--- config.mk ---
export PLATFORM = sky130hd
export DESIGN_NAME = id_hazard_redirect_ctrl
export DESIGN_NICKNAME = d
export VERILOG_FILES = /design/src/rtl/id_hazard_redirect_ctrl.sv
export SDC_FILE = /design/constraint.sdc
export NUM_CORES = 1
export LEC_CHECK = 0
export ABC_CLOCK_PERIOD_IN_PS = 3600
export CAP_MARGIN = 10
export CORE_UTILIZATION = 31
export CTS_CLUSTER_SIZE = 8
export DETAILED_ROUTE_END_ITERATION = 12
export PLACE_DENSITY = 0.9
export SYNTH_ARGS = -nofsm -noshare
export SYNTH_HDL_FRONTEND = slang
export SYNTH_SLANG_ARGS = --single-unit
export TNS_END_PERCENT = 100
--- constraint.sdc ---
create_clock -name Clock -period 3.6 [get_ports Clock]
set_input_delay 0.54 -clock Clock [delete_from_list [all_inputs] [get_ports Clock]]
set_output_delay 0.54 -clock Clock [all_outputs]
set_load 0.05 [all_outputs]
--- src/rtl/id_hazard_redirect_ctrl.sv ---
// Decode-stage hazard/redirect controller: load-use and branch-operand stalls, MEM/WB operand
// forwarding, and multi-slot IF/ID squash after redirects. Define HAZARD_STATS_EN for stall/redirect counters.
`default_nettype none
module id_hazard_redirect_ctrl #(
  parameter int REG_AW      = 5,
  parameter int LOAD_LAT    = 1,
  parameter int FLUSH_SLOTS = 1,
  parameter int CNT_W       = 32
) (
  input  logic              Clock,
  input  logic              Reset,
  input  logic              IDValid,
  input  logic [REG_AW-1:0] IDRs,
  input  logic [REG_AW-1:0] IDRt,
  input  logic              IDUsesRs,
  input  logic              IDUsesRt,
  input  logic              IDIsBranch,
  input  logic              IDIsJump,
  input  logic              IDIsJumpReg,
  input  logic              BranchTaken,
  input  logic              EXRegWrite,
  input  logic              EXMemRead,
  input  logic [REG_AW-1:0] EXDest,
  input  logic              MEMRegWrite,
  input  logic              MEMMemRead,
  input  logic [REG_AW-1:0] MEMDest,
  input  logic              WBRegWrite,
  input  logic [REG_AW-1:0] WBDest,
  output logic [1:0]        FwdSelA,
  output logic [1:0]        FwdSelB,
  output logic              PCWriteEnable,
  output logic              IFIDWriteEnable,
  output logic              IDEXFlush,
  output logic              IFIDFlush,
  output logic              Redirect,
  output logic [CNT_W-1:0]  StallCycles,
  output logic [CNT_W-1:0]  RedirectCount
);
  localparam int MAX_LEFT = (LOAD_LAT + 1 > FLUSH_SLOTS) ? LOAD_LAT + 1 : FLUSH_SLOTS;
  localparam int LEFT_W   = $clog2(MAX_LEFT + 1);

  typedef enum logic [1:0] {RUN = 2'd0, STALL = 2'd1, FLUSH = 2'd2} state_t;

  state_t            state, state_n;
  logic [LEFT_W-1:0] left, left_n;
  logic [LEFT_W-1:0] haz_len;
  logic              need_id, take;
  logic              ex_hit, mem_hit;
  logic              mem_rs, mem_rt, wb_rs, wb_rt;

  function automatic logic match(input logic valid, input logic uses,
                                 input logic [REG_AW-1:0] src, input logic [REG_AW-1:0] dst);
    return valid & uses & (dst != '0) & (dst == src);
  endfunction

  function automatic logic [1:0] fwd_sel(input logic mem_m, input logic wb_m);
    if (MEMRegWrite & ~MEMMemRead & mem_m) return 2'd1;
    else if (WBRegWrite & wb_m)            return 2'd2;
    else                                   return 2'd0;
  endfunction

  assign need_id = IDIsBranch | IDIsJumpReg;
  assign take    = IDValid & (IDIsJump | (IDIsBranch & BranchTaken));
  assign ex_hit  = match(IDValid, IDUsesRs, IDRs, EXDest)  | match(IDValid, IDUsesRt, IDRt, EXDest);
  assign mem_rs  = match(IDValid, IDUsesRs, IDRs, MEMDest);
  assign mem_rt  = match(IDValid, IDUsesRt, IDRt, MEMDest);
  assign wb_rs   = match(IDValid, IDUsesRs, IDRs, WBDest);
  assign wb_rt   = match(IDValid, IDUsesRt, IDRt, WBDest);
  assign mem_hit = mem_rs | mem_rt;

  // Later assignments are always at least as long, so the last hit is the maximum.
  always_comb begin
    haz_len = '0;
    if (mem_hit & MEMMemRead & need_id)              haz_len = LEFT_W'(1);
    if (ex_hit & EXRegWrite & ~EXMemRead & need_id)  haz_len = LEFT_W'(1);
    if (ex_hit & EXMemRead)                          haz_len = LEFT_W'(LOAD_LAT) + LEFT_W'(need_id);
  end

  always_comb begin
    state_n         = state;
    left_n          = left;
    PCWriteEnable   = 1'b1;
    IFIDWriteEnable = 1'b1;
    IDEXFlush       = 1'b0;
    IFIDFlush       = 1'b0;
    Redirect        = 1'b0;
    FwdSelA         = fwd_sel(mem_rs, wb_rs);
    FwdSelB         = fwd_sel(mem_rt, wb_rt);
    case (state)
      RUN: begin
        if (haz_len != '0) begin
          PCWriteEnable   = 1'b0;
          IFIDWriteEnable = 1'b0;
          IDEXFlush       = 1'b1;
          if (haz_len > LEFT_W'(1)) begin
            state_n = STALL;
            left_n  = haz_len - LEFT_W'(1);
          end
        end else if (take) begin
          Redirect  = 1'b1;
          IFIDFlush = 1'b1;
          if (FLUSH_SLOTS > 1) begin
            state_n = FLUSH;
            left_n  = LEFT_W'(FLUSH_SLOTS - 1);
          end
        end
      end
      STALL: begin
        PCWriteEnable   = 1'b0;
        IFIDWriteEnable = 1'b0;
        IDEXFlush       = 1'b1;
        left_n          = left - LEFT_W'(1);
        if (left == LEFT_W'(1)) state_n = RUN;
      end
      FLUSH: begin
        IFIDFlush = 1'b1;
        left_n    = left - LEFT_W'(1);
        if (left == LEFT_W'(1)) state_n = RUN;
      end
      default: begin
        state_n = RUN;
        left_n  = '0;
      end
    endcase
    if (Reset) begin
      PCWriteEnable   = 1'b0;
      IFIDWriteEnable = 1'b0;
      IDEXFlush       = 1'b1;
      IFIDFlush       = 1'b1;
      Redirect        = 1'b0;
      FwdSelA         = 2'd0;
      FwdSelB         = 2'd0;
    end
  end

  always_ff @(posedge Clock) begin
    if (Reset) begin
      state <= RUN;
      left  <= '0;
    end else begin
      state <= state_n;
      left  <= left_n;
    end
  end

`ifdef HAZARD_STATS_EN
  function automatic logic [CNT_W-1:0] sat_inc(input logic [CNT_W-1:0] v);
    return (&v) ? v : v + CNT_W'(1);
  endfunction

  always_ff @(posedge Clock) begin
    if (Reset) begin
      StallCycles   <= '0;
      RedirectCount <= '0;
    end else begin
      if (IDEXFlush) StallCycles   <= sat_inc(StallCycles);
      if (Redirect)  RedirectCount <= sat_inc(RedirectCount);
    end
  end
`else
  assign StallCycles   = '0;
  assign RedirectCount = '0;
`endif
endmodule
`default_nettype wire

==> results by group <==
Timing
  – Clock Skew: 0.0009450 ns
  – Period utilisation layout: 95.92%
  – Slew @ Worst Pin: 0.6669 ns
  – Final Hold Vio Count: 0
  – Rel. slew slack: 55.43%
  – Slew Limit Fails: 0
  – Tmin final: 3.453 ns
  – Final setup viols: 0
  – Maximum clock rate: 289.6 MHz
  – Worst hold margin: a little under 0.5 ns

Worst setup path
  – Kind of critical path: in -> out
  – Buf/Inv on CP: 2
  – Worst reg2reg path endpoint: state[0]
  – Critical path's slowest cell: clkdlybuf4s50_1
  – Critical Path Start: IDRt[3]
  – Critical Path Sink Type: output port
  – Worst Path Max Fanout: 3
  – Flop2flop setup slack: 2.62 ns
  – Startpoint types: input pin
  – CP cell instances: clkdlybuf4s50_1, xnor2_1, o221ai_1, nor4_4, or2_1, o31a_1, o31a_1, ha_2, nand3b_1, nor3_4, buf_12
  – Critical path data required time: 3.06 ns
  – WP data arrival: 2.91 ns
  – Register-to-Register Path Depth: 2
  – CP max stage delay: roughly 0.55 ns
  – RR Startpoint: state[0]
  – Cell family with the largest share of critical-path delay: simple AND/OR/NAND/NOR gates
  – CP dominant cell by count: o31a_1

Global routing
  – First-pass GRT wire length: 4222 um
  – Pin count of the biggest net entering global routing: 9
  – GRT Total Usage: ~13%
  – Initial antenna violation count: 0
  – Total grt overflow: 0
  – Number of global-route vias before repair: 995

Cells and area
  – FILL cells: 345
  – Fraction of final layout cells sized beyond drive strength 1: between 20% and 30%
  – Antenna cells: 0
  – Final layout net count: 270
  – Post-route cell area: 1909 sq um
  – Multi-input gate area: 958.4 sq um
  – Sequential Area: 60.06 sq um
  – Layout Area Growth over Synthesis: 62.00%

Logic synthesis
  – Synth Cell Area: around 1200 sq um
  – Warnings, synthesis: 0
  – Synth Flop Type: dfxtp_1
  – Post-synth cell types: 34
  – EDFF count, synth: 0
  – Seq cells post-synth: 3
  – Post-Syn Instances: 154
  – Async SR Flop Fraction: 0%
  – Mean Syn Cell Area: 7.653 sq um
  – Sequential area share after synthesis: just over 5%

Pwr
  – Static Leak: about 0.94 nW
  – PD cells: 231.4 nW/um^2
  – VDD IR max: around 0.11 mV

Detailed routing
  – Pre-Repair DR Iteration Count: 2
  – Wirelength, routed: around 2800 um
  – DRC: 0
  – WL/cell: approximately 10 um
  – Post-route ant nets: 0
  – Vias: 1,115
  – Iteration-0 DRC Markers: 20
  – Vias per cell: 4.040

Run
  – Max-Cap Viols: 0

Clock tree
  – TritonCTS clock tree: done
  – CTS buffer count: 3
  – H-tree lvl count: 1
  – Clk_lat worst skew: 0.21 ns
  – # hold bufs at CTS: 0
  – CTS root buf: clkbuf_8
  – Clock sinks: 3
  – CTS clk-pin slew, worst paths: approximately 0.030 ns
  – Clk buf depth: 2

Placement
  – Port Buffers: 47
  – Hpwl dp: 2404 um
  – GP Congestion: 0.8961
  – DP Area: about 1700 sq um

Hold path
  – Endpoint of the worst hold path: left[0]
  – Worst hold path depth: 1
  – Hold crit path type: reg -> reg
  – Hold_sp: left[0]

Floorplan
  – Initial Util: roughly a third
  – Cell Rows: 22
  – Die X-Extent: between 60 and 70 um
  – Die height: 63.66 um
  – IO Count: about 110
  – Core area: 3661 sq um
  – Die area: 4053 sq um

Status
  – Status: completed
==> sequential cells by signal, summed over array words and instances (netlist names) <==
signal and flops:
left 2, state 1
==> worst reg2reg max path, delay by kind of cell, from the launching register on <==
family | cells | cell delay (ns)
DFF | 1 | 0.47
and+or+nand+nor | 1 | 0.08
muxes | 1 | 0.36
==> routing by layer <==
| layer | GRT usage (%) | wire (um) |
|---|---|---|
| met1 | 14.24 | 1073 |
| met2 | 25.13 | 1537 |
| met3 | 1.993 | 216 |
| met4 | 2.557 | 21 |
| met5 | 0 | 0 |
==> timing repair <==
item | in CTS | in global routing
pin swaps | 0 | 13
endpoints found under the setup margin | 3 | 5
resized for setup | 2 | 32
setup buffers | 1 | 1
==> worst max-delay path by stage <==
stage                    end  cells after the start
2_1_floorplan      IDEXFlush                      9
3_3_place_gp       IDEXFlush                     12
3_5_place_dp       IDEXFlush                     12
4_1_cts        PCWriteEnable                     11
5_1_grt             Redirect                     11
6_report            Redirect                     11
==> placed cells by master, fill, tap and decap left out, types with 2 or more instances in the layout <==
| cell type | synthesis | final |
|---|---|---|
| xnor2_1 | 15 | 14 |
| inv_1 | 3 | 3 |
| nor2_4 | 0 | 2 |
| buf_4 | 65 | 26 |
| nand4_1 | 3 | 3 |
| nor4_1 | 5 | 2 |
| dfxtp_1 | 3 | 3 |
| xor2_1 | 13 | 13 |
| o31a_1 | 2 | 2 |
| conb_1 | 1 | 64 |
| clkdlybuf4s50_1 | 0 | 25 |
| a2111oi_1 | 0 | 2 |
| nor2_1 | 6 | 4 |
| clkbuf_8 | 0 | 3 |
| or4_4 | 0 | 2 |
| nor4_4 | 0 | 3 |
| buf_6 | 0 | 2 |
| nand2_1 | 7 | 7 |
| dlymetal6s2s_1 | 0 | 13 |
| nor3b_1 | 3 | 2 |
| a221o_1 | 2 | 2 |
| and3b_1 | 2 | 2 |
| buf_12 | 0 | 7 |
==> metrics by stage <==
stage	util (%)	setup WS (ns)	TNS [ns]	cells	power [mW]
4_1_cts	48.43	0.00009637	0	275	0.4326
3_5_place_dp	46.75	-0.1624	-0.2261	270	0.3319
2_1_floorplan	-	-0.05555	-0.05555	217	0.2901
6_report	52.15	0.1471	0	276	0.4418
3_3_place_gp	46.75	-0.1329	-0.1597	270	0.3289
5_1_grt	52.15	-0.03762	-0.03762	276	0.4638
==> kinds of logic after synthesis <==
group	synth area share, %
AOI/OAI and AO/OA	10.83
xor gates and xnor gates	20.81
adders and majority gates	2.123
buffers and inverters	42.99
DFF	5.096
muxes	0.9553
other	0.3182
and+or+nand+nor	16.88
==> synth_stat cells, types with 2 or more instances <==
cell       number  share of area [%]
nor3b_1         3                1.9
o31a_1          2                1.5
nand4_1         3                1.6
nor2_1          6                1.9
and3b_1         2                1.5
inv_1           3               0.96
nand2_1         7                2.2
dfxtp_1         3                5.1
xor2_1         13                9.7
ha_1            2                2.1
xnor2_1        15                 11
or4_1           3                1.9
a2111oi_0       2                1.5
buf_4          65                 41
nor4_1          5                2.7
a221o_1         2                1.7
==> where the power goes <==
group	internal (mW)	leakage, nW	switching [mW]
Combinational	0.0935	0.895	0.217
Sequential	0.0341	0.0242	0.000496
Clock	0.0754	0.0228	0.0211
Total	0.203	0.942	0.239
==> cell type report <==
type | instances | share of cell area, %
clock buffer | 4 | 2.359
sequential | 3 | 3.145
timing repair buffer | 73 | 40.37
tap | 48 | 3.145
inverter | 4 | 0.7864
multi-input combinational | 144 | 50.20
No activity file was read; power rests on OpenSTA's default activity.
